File: config.mk
export PLATFORM = sky130hd
export DESIGN_NAME = writeback_queue_mod
export DESIGN_NICKNAME = d
export VERILOG_FILES = /design/src/rtl/writeback_queue_mod.sv
export SDC_FILE = /design/constraint.sdc
export NUM_CORES = 1
export LEC_CHECK = 0
export CORE_MARGIN = 10
export CORE_UTILIZATION = 30
export DETAILED_ROUTE_END_ITERATION = 10
export GPL_ROUTABILITY_DRIVEN = 0
export PLACE_DENSITY_LB_ADDON = 0.08
export SLEW_MARGIN = 20
export SYNTH_ARGS = -nofsm -noshare
export SYNTH_HDL_FRONTEND = slang
export SYNTH_SLANG_ARGS = --single-unit
export TNS_END_PERCENT = 1
File: constraint.sdc
create_clock -name clk -period 4.6 [get_ports clk]
set_input_delay 1.38 -clock clk [delete_from_list [all_inputs] [get_ports clk]]
set_output_delay 1.38 -clock clk [all_outputs]
set_load 0.01 [all_outputs]
File: src/rtl/writeback_queue_mod.sv
// Register file write-port queue: buffers ALU and load results, drains one
// per cycle into address3/write_data3/write_en3 and forwards pending data.
module writeback_queue_mod #(
   parameter int DEPTH   = 4,
   parameter bit DROP_R0 = 1'b0
) (
   input  logic                       clk,
   input  logic                       rst_n,
   input  logic                       alu_valid_i,
   output logic                       alu_ready_o,
   input  logic [0:4]                 alu_rd_i,
   input  logic [0:33]                alu_data_i,
   input  logic                       mem_valid_i,
   output logic                       mem_ready_o,
   input  logic [0:4]                 mem_rd_i,
   input  logic [0:33]                mem_data_i,
   output logic [0:4]                 address3_o,
   output logic [0:33]                write_data3_o,
   output logic                       write_en3_o,
   input  logic [0:4]                 fwd_addr1_i,
   input  logic [0:4]                 fwd_addr2_i,
   output logic                       fwd_hit1_o,
   output logic [0:33]                fwd_data1_o,
   output logic                       fwd_hit2_o,
   output logic [0:33]                fwd_data2_o,
   output logic [$clog2(DEPTH):0]     occupancy_o
);

   localparam int AW = $clog2(DEPTH);
   localparam int CW = AW + 1;

   logic [0:4]    rd_q   [DEPTH];
   logic [0:33]   data_q [DEPTH];
   logic [AW-1:0] rd_ptr;
   logic [AW-1:0] wr_ptr;
   logic [AW-1:0] mem_ptr;
   logic [AW-1:0] idx;
   logic [CW-1:0] count;
   logic          pop;
   logic          alu_drop;
   logic          mem_drop;
   logic          enq_alu;
   logic          enq_mem;

   // Readies look only at the registered count, never at the drain.
   assign alu_ready_o = count < CW'(DEPTH);
   assign mem_ready_o = (count <= CW'(DEPTH - 2)) |
                        ((count == CW'(DEPTH - 1)) & ~alu_valid_i);

   assign alu_drop = DROP_R0 && (alu_rd_i == 5'd0);
   assign mem_drop = DROP_R0 && (mem_rd_i == 5'd0);
   assign enq_alu  = alu_valid_i & alu_ready_o & ~alu_drop;
   assign enq_mem  = mem_valid_i & mem_ready_o & ~mem_drop;
   assign mem_ptr  = wr_ptr + AW'(enq_alu);
   assign pop      = (count != '0);

   always_ff @(posedge clk or negedge rst_n) begin
      if (!rst_n) begin
         rd_ptr <= '0;
         wr_ptr <= '0;
         count  <= '0;
      end else begin
         rd_ptr <= rd_ptr + AW'(pop);
         wr_ptr <= wr_ptr + AW'(enq_alu) + AW'(enq_mem);
         count  <= count + CW'(enq_alu) + CW'(enq_mem) - CW'(pop);
      end
   end

   // Payload needs no reset: an entry is live only while inside count.
   always_ff @(posedge clk) begin
      if (enq_alu) begin
         rd_q[wr_ptr]   <= alu_rd_i;
         data_q[wr_ptr] <= alu_data_i;
      end
      if (enq_mem) begin
         rd_q[mem_ptr]   <= mem_rd_i;
         data_q[mem_ptr] <= mem_data_i;
      end
   end

   assign write_en3_o   = pop;
   assign address3_o    = pop ? rd_q[rd_ptr] : '0;
   assign write_data3_o = pop ? data_q[rd_ptr] : '0;
   assign occupancy_o   = count;

   // Walk oldest to youngest so the last match seen is the youngest.
   always_comb begin
      fwd_hit1_o  = 1'b0;
      fwd_data1_o = '0;
      fwd_hit2_o  = 1'b0;
      fwd_data2_o = '0;
      idx         = '0;
      for (int k = 0; k < DEPTH; k++) begin
         idx = rd_ptr + AW'(k);
         if (CW'(k) < count) begin
            if (rd_q[idx] == fwd_addr1_i) begin
               fwd_hit1_o  = 1'b1;
               fwd_data1_o = data_q[idx];
            end
            if (rd_q[idx] == fwd_addr2_i) begin
               fwd_hit2_o  = 1'b1;
               fwd_data2_o = data_q[idx];
            end
         end
      end
   end

endmodule
==> run_results.csv, run 1 <==
group,metric,value,unit
power_and_ir_drop,vdd_drop_max,392,µV
synth,synthFlopType,"edfxtp_1",
global_routing,grtUsageMet2,34.3,%
sta,max_slew_margin,29.5,%
synth,synth_edf_count,156,
critical_path,endpoint_kind,"output pin",
die,fp.dieW,237,µm
global_routing,grt.met1_usage,25.9,%
layout,antenna_cells,0,
global_routing,antenna_found_initial,0,
detailed_routing,postRouteWirelength,57600,µm
layout,syn_to_final_growth,37.7,%
sta,rsz0062_at_grt,"yes",
sta,finalCritPeriodShare,105,%
critical_path,cp-start-kind,"input pin",
critical_path,cpPeakStageDelay,0.35,ns
clock_tree,cts.sinks,163,
clock_tree,clkSlewWorstSetupHoldPaths,0.07,ns
outcome,status,"complete, but fails checks",
layout,final_common_cell,"mux2_2",
detailed_routing,drtAntennaViolNets,0,
layout,final_cells,2316,
detailed_routing,wl_per_cell,24.9,µm
detailed_routing,drt_first_iter_violations,922,
global_routing,grt_first_pass_wirelength,86000,µm
critical_path,crit_type,"in -> out",
power_and_ir_drop,power.density,791,nW/µm²
clock_tree,htreeDepth,4,
synth,syn_avg_cell_area,10.1,µm²
min_path,min_delay_worst_endpoint,"rd_ptr[1]$_DFF_PN0_",
sta,min_period,4.81,ns
flow_run,drv_cap,0,
critical_path,crit_family,"buffers and inverters",
outcome,violations,"negative setup slack",
critical_path,rrSetupSlack,1.42,ns
layout,multi_input_area,8990,µm²
die,ios,207,
die,row_count,79,
sta,setup_ws,-0.207,ns
sta,fmax,0.208,GHz
place,hpwl,40100,µm
synth,syn_area,14100,µm²
global_routing,grt_max_degree,99,
synth,async_flop_share,4.29,%
min_path,hold_path_class,"reg -> reg",
clock_tree,cts_root_buffer,"clkbuf_16",
layout,final_core_util,41.7,%
detailed_routing,vias,12600,
critical_path,cp_data_required_time,3.22,ns
synth,syn_inst,1388,
detailed_routing,viasPerCell,5.45,
min_path,hp-start,"rd_ptr[1]$_DFF_PN0_",
place,portBuffers,206,
synth,synth_cell_type_count,45,
synth,ys_seq_elements,163,
die,core,46500,µm²
global_routing,met3_usage,2.89,%
critical_path,regToRegStartpoint,"occupancy_o[1]$_DFF_PN0_",
die,start_util,30.3,%
sta,finalHoldViolations,0,
clock_tree,worstSkewPairLatency,0.46,ns
critical_path,r2r_end,"data_q[0][26]$_DFFE_PP_",
global_routing,overflow,0,
die,dieArea,56000,µm²
critical_path,cp_cell_sequence,"clkdlybuf4s15_2, xor2_1, nor4_4, nand3_2, buf_6, buf_12, o31a_1, a221oi_2, buf_2",
global_routing,grt_usage,20.2,%
critical_path,crit_buf_inv,4,
global_routing,grt_pass1_vias,13200,
critical_path,r2r_cells,9,
layout,drive_above_1_share,39.3,%
detailed_routing,drt_first_pass_iters,5,
sta,finalMaxSlewViolations,0,
synth,synth.yosys.seq_area_share,34.5,%
synth,syn_nets,1488,
synth,ys_warn_count,0,
power_and_ir_drop,p_leak,7.29,nW
critical_path,cp_slowest_cell,"nor4_4",
layout,n_fill_cell,4580,
critical_path,arrival,3.43,ns
sta,setup_viol,68,
die,die-height,237,µm
global_routing,gr-max-usage-layer,"met2",
power_and_ir_drop,p_total,15.3,mW
layout,final_cell_mix,"224 x mux2_2, 163 x nor2_1, 161 x buf_4",
critical_path,crit_fanout,9,
sta,finalSetupTns,-9.49,ns
sta,worst_slew_pin_slew,1.06,ns
layout,nets,1797,
min_path,whs_path_depth,2,
detailed_routing,drc_errors,0,
place,dp.cells,2249,
sta,skew,0.0118,ns
clock_tree,cts_tree,"yes",
clock_tree,numCtsBuffers,17,
clock_tree,cts.path.max_buffers,2,
layout,final-seq-area,4870,µm²
worst max-delay path by stage:
| stage | slack [ns] | from | to | cells past startpoint |
|---|---|---|---|---|
| finish | -0.21 | fwd_addr1_i[1] | fwd_data1_o[23] | 9 |
| CTS | -0.22 | rd_ptr[0]$_DFF_PN0_ | fwd_data1_o[23] | 10 |
| global route | -0.33 | rd_ptr[0]$_DFF_PN0_ | fwd_data1_o[26] | 10 |
| detailed placement | -1.17 | fwd_addr1_i[1] | fwd_data1_o[33] | 11 |
| global placement | -1.19 | fwd_addr1_i[1] | fwd_data1_o[33] | 11 |
| floorplan | -0.30 | alu_valid_i | data_q[2][0]$_DFFE_PP_ | 4 |
tightest hold or removal path: stages, from the launching register on:
cell     delay, ns
dfrtp_4       0.45
buf_6         0.12
xor2_1        0.06
flip-flops by register name, summed over array words and instances, names as in the netlist:
signal and count:
occupancy_o 3, data_q 136, wr_ptr 2, rd_q 20, rd_ptr 2
cell families after synthesis:
group / count (synthesis) / share of synthesized area (%)
adder cells (fa/ha/maj): 8 / 0.818
AND/OR/NAND/NOR: 389 / 12.6
AO/OA/AOI/OAI: 246 / 13.2
XOR/XNOR: 45 / 2.80
multiplexers: 388 / 31.3
flip-flops: 163 / 34.5
buffers and inverters: 149 / 4.78
what timing repair did:
| action | CTS | global route |
|---|---|---|
| pin swaps | 63 | 9 |
| setup buffers | 30 | 3 |
| endpoints found under the setup margin | 80 | 91 |
| resized for setup | 392 | 17 |
| cloned | 4 | 0 |
| hold buffers | 0 | 0 |
synth_stat cells, types with 5 or more instances:
library cell,n,share of area [%]
mux2_2,224,18
nor2_1,174,4.6
edfxtp_1,156,33
mux2i_1,145,10
nand2_1,76,2.0
or3_1,70,3.1
clkbuf_1,68,1.8
buf_2,38,1.4
nor3_1,37,1.3
o21ai_0,36,1.3
a21oi_1,35,1.2
o22ai_1,35,1.6
a31oi_1,34,1.5
o31ai_1,34,1.8
o31a_1,33,2.1
a221oi_2,29,3.1
xnor2_1,29,1.8
buf_1,20,0.53
mux4_2,19,3.0
xor2_1,16,1.0
inv_1,11,0.29
nand3_1,8,0.28
dfrtp_1,7,1.2
buf_4,6,0.32
ha_1,6,0.53
buf_6,5,0.40
nor2b_1,5,0.22
area by class of cell:
type	count	share of cell area (%)
well taps	607	3.92
clock inverters	11	0.833
inverters	11	0.239
clock buffers	20	2.25
flip-flops and latches	163	25.1
repair buffers	427	21.2
multi-input cells	1077	46.4
power by group:
part / internal, mW / leakage (nW) / switching (mW)
registers: 2.27 / 1.51 / 0.263
clock network: 0.899 / 0.283 / 0.624
logic: 5.24 / 5.49 / 6.02
routing by layer:
| metal | vias to the layer above | share of wire, % |
|---|---|---|
| li1 | 5889 | - |
| met1 | 6297 | 45 |
| met2 | 378 | 49 |
| met3 | 65 | 4.4 |
| met4 | 0 | 2.0 |
| met5 | - | 0 |
stage by stage:
step                hold slack (ns)  worst slack, ns  instance area [µm²]
floorplan                     0.543           -0.295                14100
detailed placement            0.773            -1.17                18200
global route                  0.680           -0.327                19400
global placement              0.760            -1.19                18200
CTS                           0.787           -0.222                19300
finish                        0.666           -0.207                19400
(Power assumes the default switching activity.)
==> run 2, diff against run 1 <==
--- a/config.mk
+++ b/config.mk
@@ -7,9 +7,10 @@
 export LEC_CHECK = 0
 export CORE_MARGIN = 10
 export CORE_UTILIZATION = 30
+export CTS_CLUSTER_DIAMETER = 50
 export DETAILED_ROUTE_END_ITERATION = 10
 export GPL_ROUTABILITY_DRIVEN = 0
-export PLACE_DENSITY_LB_ADDON = 0.08
+export PLACE_DENSITY = 0.45
 export SLEW_MARGIN = 20
 export SYNTH_ARGS = -nofsm -noshare
 export SYNTH_HDL_FRONTEND = slang
==> run_results.csv, run 2 (same netlist as run 1, synthesis figures left out) <==
group,metric,value,unit
layout,final_core_util,42.7,%
power_and_ir_drop,p_total,15.8,mW
detailed_routing,postRouteWirelength,56300,µm
critical_path,crit_type,"reg -> out",
detailed_routing,dr_wl_met3,2880,µm
die,die-height,237,µm
die,start_util,30.3,%
layout,syn_to_final_growth,40.9,%
sta,finalHoldViolations,0,
clock_tree,cts_tree,"yes",
global_routing,overflow,0,
clock_tree,htreeDepth,4,
global_routing,grt_max_degree,49,
layout,final_common_cell,"mux2_2",
outcome,violations,"negative setup slack",
die,dieArea,56000,µm²
place,dp_worst_setup_slack,-1.07,ns
detailed_routing,wl_met2,26800,µm
layout,n_fill_cell,4514,
sta,min_period,4.93,ns
sta,max_slew_margin,61.8,%
sta,finalCritPeriodShare,107,%
layout,final-seq-area,4870,µm²
detailed_routing,vias,12600,
sta,fmax,0.203,GHz
die,row_count,79,
power_and_ir_drop,vdd_drop_max,367,µV
detailed_routing,drtAntennaViolNets,0,
sta,finalMaxSlewViolations,0,
layout,drive_above_1_share,40.1,%
power_and_ir_drop,power.density,797,nW/µm²
detailed_routing,wl_per_cell,23.8,µm
critical_path,crit_fanout,10,
clock_tree,numCtsBuffers,17,
layout,final_cells,2364,
die,fp.dieW,237,µm
sta,rsz0062_at_grt,"yes",
die,core,46500,µm²
sta,worst_slew_pin_slew,0.573,ns
place,hpwl,38700,µm
clock_tree,cts.sinks,163,
clock_tree,worstSkewPairLatency,0.50,ns
detailed_routing,drc_errors,0,
layout,largest_register_ffs,136,
critical_path,cp-start-kind,"register",
global_routing,grt_usage,19.4,%
critical_path,endpoint_kind,"output pin",
layout,antenna_cells,0,
global_routing,grt_first_pass_wirelength,82400,µm
detailed_routing,drt_first_iter_violations,906,
layout,final_cell_area,19800,µm²
detailed_routing,top_layer_used,"met5",
flow_run,drv_cap,0,
layout,multi_input_area,8980,µm²
layout,nets,1844,
power_and_ir_drop,p_leak,7.58,nW
critical_path,arrival,3.55,ns
min_path,hold_path_class,"reg -> reg",
global_routing,antenna_found_initial,2,
place,portBuffers,206,
detailed_routing,viasPerCell,5.33,
global_routing,grt_pass1_vias,12700,
sta,setup_ws,-0.328,ns
layout,top_register,"data_q",
place,dp.cells,2273,
sta,skew,0.0128,ns
clock_tree,ctsHoldBuffers,0,
place,placed_cell_area,18400,µm²
clock_tree,cts.path.max_buffers,2,
detailed_routing,drt_first_pass_iters,5,
detailed_routing,m1WireLength,25500,µm
layout,final_cell_mix,"224 x mux2_2, 202 x buf_4, 170 x nor2_1",
clock_tree,cts_root_buffer,"clkbuf_16",
critical_path,cp_data_required_time,3.22,ns
sta,setup_viol,69,
outcome,status,"complete, but fails checks",
die,ios,207,
clock_tree,clkSlewWorstSetupHoldPaths,0.07,ns
run 2: cell types whose count changed in the layout (fill, tap and decap cells not counted), moves of 6 or more:
cell             previous run  this run
clkdlybuf4s15_2             8         1
o21ai_0                    30        23
o21ai_1                     5        12
buf_2                      61        47
nor3_2                      8         2
buf_4                     161       202
nor2_1                    163       170
buf_6                      18        32
clkbuf_2                    0         8
nor2_2                      9         2
nor3_1                     29        35
run 2: timing repair:
item / CTS / global route
setup endpoints to repair: 79 / 80
setup buffers: 26 / 24
pin swaps: 70 / 26
resized for setup: 319 / 72
gates cloned: 7 / 3
run 2: final cells by class:
type	count	share of cell area, %
Clock buffer	21	2.27
Clock inverter	11	0.656
Inverter	11	0.233
Multi-Input combinational cell	1076	45.3
Sequential cell	163	24.5
Tap cell	607	3.83
Timing Repair Buffer	475	23.2
run 2: critical path, cell delays in order (launching register included):
cell       delay, ns
dfrtp_4         0.51
buf_6           0.15
buf_4           0.15
mux4_2          0.33
xor2_2          0.18
nor4_4          0.32
nand3_2         0.20
buf_6           0.18
clkbuf_16       0.16
o31a_1          0.29
a221oi_2        0.36
buf_2           0.20
run 2: metal layers:
layer	global-route usage [%]	vias up
li1	-	5987
met1	24.8	6193
met2	31.9	368
met3	4.61	51
met4	5.79	2
met5	0	-
run 2: power by group:
group	internal [mW]	switching, mW
Combinational	5.70	6.07
Sequential	2.26	0.268
Clock	0.813	0.674
run 2: path summary, 6_finish.rpt:
path                                     startpoint                  endpoint  slack, ns  cells past startpoint
max                             rd_ptr[1]$_DFF_PN0_           fwd_data1_o[28]      -0.33                     11
min                        occupancy_o[2]$_DFF_PN0_  occupancy_o[2]$_DFF_PN0_       0.80                      3
max reg2reg                occupancy_o[2]$_DFF_PN0_   data_q[0][20]$_DFFE_PP_       1.57                     10
min reg2reg                occupancy_o[2]$_DFF_PN0_  occupancy_o[2]$_DFF_PN0_       0.80                      3
max in group asynchronous                     rst_n       rd_ptr[1]$_DFF_PN0_       3.15                      1
min in group asynchronous                     rst_n       rd_ptr[0]$_DFF_PN0_       1.15                      1
run 2: per-stage QoR:
| step | hold WS (ns) | TNS (ns) |
|---|---|---|
| floorplan | 0.543 | -11.51 |
| global placement | 0.753 | -64.02 |
| detailed placement | 0.764 | -61.14 |
| CTS | 0.775 | -17.74 |
| global route | 0.818 | -22.66 |
| finish | 0.796 | -13.87 |
==> run 3, diff against run 2 <==
--- a/config.mk
+++ b/config.mk
@@ -9,8 +9,7 @@
 export CORE_UTILIZATION = 30
 export CTS_CLUSTER_DIAMETER = 50
 export DETAILED_ROUTE_END_ITERATION = 10
-export GPL_ROUTABILITY_DRIVEN = 0
-export PLACE_DENSITY = 0.45
+export PLACE_DENSITY = 0.48
 export SLEW_MARGIN = 20
 export SYNTH_ARGS = -nofsm -noshare
 export SYNTH_HDL_FRONTEND = slang
==> run_results.csv, run 3 (same netlist as run 1, synthesis figures left out) <==
group,metric,value,unit
critical_path,crit_fanout,15,
die,ios,207,
detailed_routing,drtAntennaViolNets,0,
detailed_routing,viasPerCell,5.45,
place,placed_cell_area,18400,µm²
layout,antenna_cells,0,
sta,finalHoldViolations,0,
place,hpwl,38800,µm
global_routing,overflow,0,
power_and_ir_drop,p_total,15.9,mW
critical_path,r2r_cells,10,
detailed_routing,drc_errors,0,
detailed_routing,wl_per_cell,24.3,µm
clock_tree,cts_tree,"yes",
die,row_count,79,
sta,setup_ws,-0.279,ns
clock_tree,ctsHoldBuffers,0,
layout,final_cell_mix,"224 x mux2_2, 187 x buf_4, 162 x nor2_1",
sta,min_period,4.88,ns
critical_path,crit_type,"reg -> out",
die,dieArea,56000,µm²
power_and_ir_drop,pwr-share-clk,9.8,%
min_path,whs_path_depth,3,
power_and_ir_drop,power.switching,7.05,mW
min_path,min_delay_worst_endpoint,"occupancy_o[2]$_DFF_PN0_",
layout,drive_above_1_share,41.5,%
critical_path,arrival,3.50,ns
layout,syn_to_final_growth,41.9,%
flow_run,drv_cap,0,
detailed_routing,drt_first_iter_violations,883,
sta,skew,0.0103,ns
layout,final_core_util,43.0,%
power_and_ir_drop,combPwrFrac,74.1,%
power_and_ir_drop,p_leak,7.61,nW
min_path,hold_path_class,"reg -> reg",
layout,nets,1828,
clock_tree,cts.path.max_buffers,2,
outcome,violations,"negative setup slack",
layout,n_fill_cell,4493,
die,die-height,237,µm
global_routing,grt_max_degree,45,
die,fp.dieW,237,µm
power_and_ir_drop,vdd_drop_max,394,µV
sta,max_slew_margin,55.4,%
sta,finalCritPeriodShare,106,%
layout,final_common_cell,"mux2_2",
die,start_util,30.3,%
sta,rsz0062_at_grt,"yes",
die,core,46500,µm²
sta,fmax,0.205,GHz
global_routing,grt_first_pass_wirelength,84800,µm
critical_path,rrSetupSlack,1.53,ns
place,portBuffers,206,
detailed_routing,vias,12800,
clock_tree,clkSlewWorstSetupHoldPaths,0.07,ns
power_and_ir_drop,power.density,795,nW/µm²
layout,final_cells,2348,
layout,final_cell_area,20000,µm²
min_path,hp-start,"occupancy_o[2]$_DFF_PN0_",
critical_path,cp-start-kind,"register",
layout,largest_register_ffs,136,
critical_path,regToRegStartpoint,"occupancy_o[2]$_DFF_PN0_",
place,dp.cells,2270,
critical_path,cp_data_required_time,3.22,ns
global_routing,grt_pass1_vias,13100,
critical_path,r2r_end,"data_q[2][28]$_DFFE_PP_",
clock_tree,cts.sinks,163,
sta,setup_viol,65,
global_routing,grt_usage,19.8,%
power_and_ir_drop,p_int,8.83,mW
sta,finalMaxSlewViolations,0,
detailed_routing,drt_first_pass_iters,5,
power_and_ir_drop,swShare,44.4,%
clock_tree,htreeDepth,4,
global_routing,antenna_found_initial,0,
critical_path,endpoint_kind,"output pin",
power_and_ir_drop,seq_power_share,16.0,%
sta,worst_slew_pin_slew,0.671,ns
clock_tree,cts_root_buffer,"clkbuf_16",
clock_tree,numCtsBuffers,17,
layout,top_register,"data_q",
clock_tree,worstSkewPairLatency,0.47,ns
place,place_congestion,0.827,
detailed_routing,postRouteWirelength,57000,µm
outcome,status,"complete, but fails checks",
-- run 3: changes by cell type in the layout (fill, tap and decap cells not counted), sizes merged --
| cell | before | now |
|---|---|---|
| clkinvlp | 4 | 2 |
| clkdlybuf4s15 | 2 | 9 |
| dlygate4sd2 | 6 | 2 |
| bufinv | 2 | 4 |
| clkbuf | 32 | 23 |
| buf | 329 | 313 |
| clkinv | 4 | 7 |
| bufbuf | 1 | 4 |
-- run 3: power by group through the flow --
stage / Sequential (mW) / Combinational, mW / Clock [mW]
floorplan: 2.49 / 5.78 / 0
global placement: 2.60 / 10.7 / 0
detailed placement: 2.62 / 10.8 / 0
CTS: 2.54 / 11.5 / 1.59
global route: 2.60 / 12.5 / 1.64
finish: 2.55 / 11.8 / 1.56
-- run 3: worst max-delay path: stages (launching register included) --
cell      delay, ns
dfrtp_4        0.54
buf_6          0.15
buf_4          0.16
mux4_2         0.32
xor2_1         0.19
nor4_4         0.35
nand3_2        0.11
buf_6          0.16
buf_8          0.16
o31a_1         0.34
a221oi_4       0.35
buf_2          0.20
-- run 3: how the worst max path moves through the flow --
stage | start | end | slack [ns] | cells past startpoint
2_1_floorplan | alu_valid_i | data_q[2][0]$_DFFE_PP_ | -0.30 | 4
3_3_place_gp | fwd_addr2_i[0] | fwd_data2_o[14] | -1.05 | 9
3_5_place_dp | fwd_addr2_i[0] | fwd_data2_o[14] | -1.02 | 9
4_1_cts | rd_ptr[1]$_DFF_PN0_ | fwd_data2_o[18] | -0.33 | 15
5_1_grt | rd_ptr[1]$_DFF_PN0_ | fwd_data1_o[28] | -0.37 | 11
6_report | rd_ptr[1]$_DFF_PN0_ | fwd_data1_o[28] | -0.28 | 11
-- run 3: what timing repair did --
item | CTS | global route
endpoints found under the hold margin | 0 | 0
setup endpoints to repair | 70 | 72
setup buffers | 34 | 4
pin swaps | 67 | 33
gates resized for setup | 333 | 90
cloned | 8 | 1
-- run 3: final cells by class --
| cell class | count | area, µm² | area share, % |
|---|---|---|---|
| multi-input combinational | 1076 | 9150 | 45.8 |
| tap | 607 | 759 | 3.80 |
| clock inverter | 14 | 186 | 0.934 |
| clock buffer | 18 | 429 | 2.15 |
| sequential | 163 | 4870 | 24.4 |
| timing repair buffer | 459 | 4520 | 22.6 |
| inverter | 11 | 48.8 | 0.244 |
-- run 3: through the flow --
stage	hold slack, ns	setup slack [ns]	TNS, ns
after floorplan	0.543	-0.295	-11.51
after global placement	0.753	-1.05	-61.92
after detailed placement	0.766	-1.02	-62.01
after CTS	0.786	-0.329	-14.44
after global routing	0.818	-0.367	-17.89
final	0.780	-0.279	-10.48
-- run 3: routing by layer --
layer	track usage, %	vias to the layer above	share of wire, %
li1	-	5958	-
met1	25.6	6326	44
met2	33.6	448	49
met3	3.30	76	4.9
met4	4.94	0	2.2
met5	0	-	0
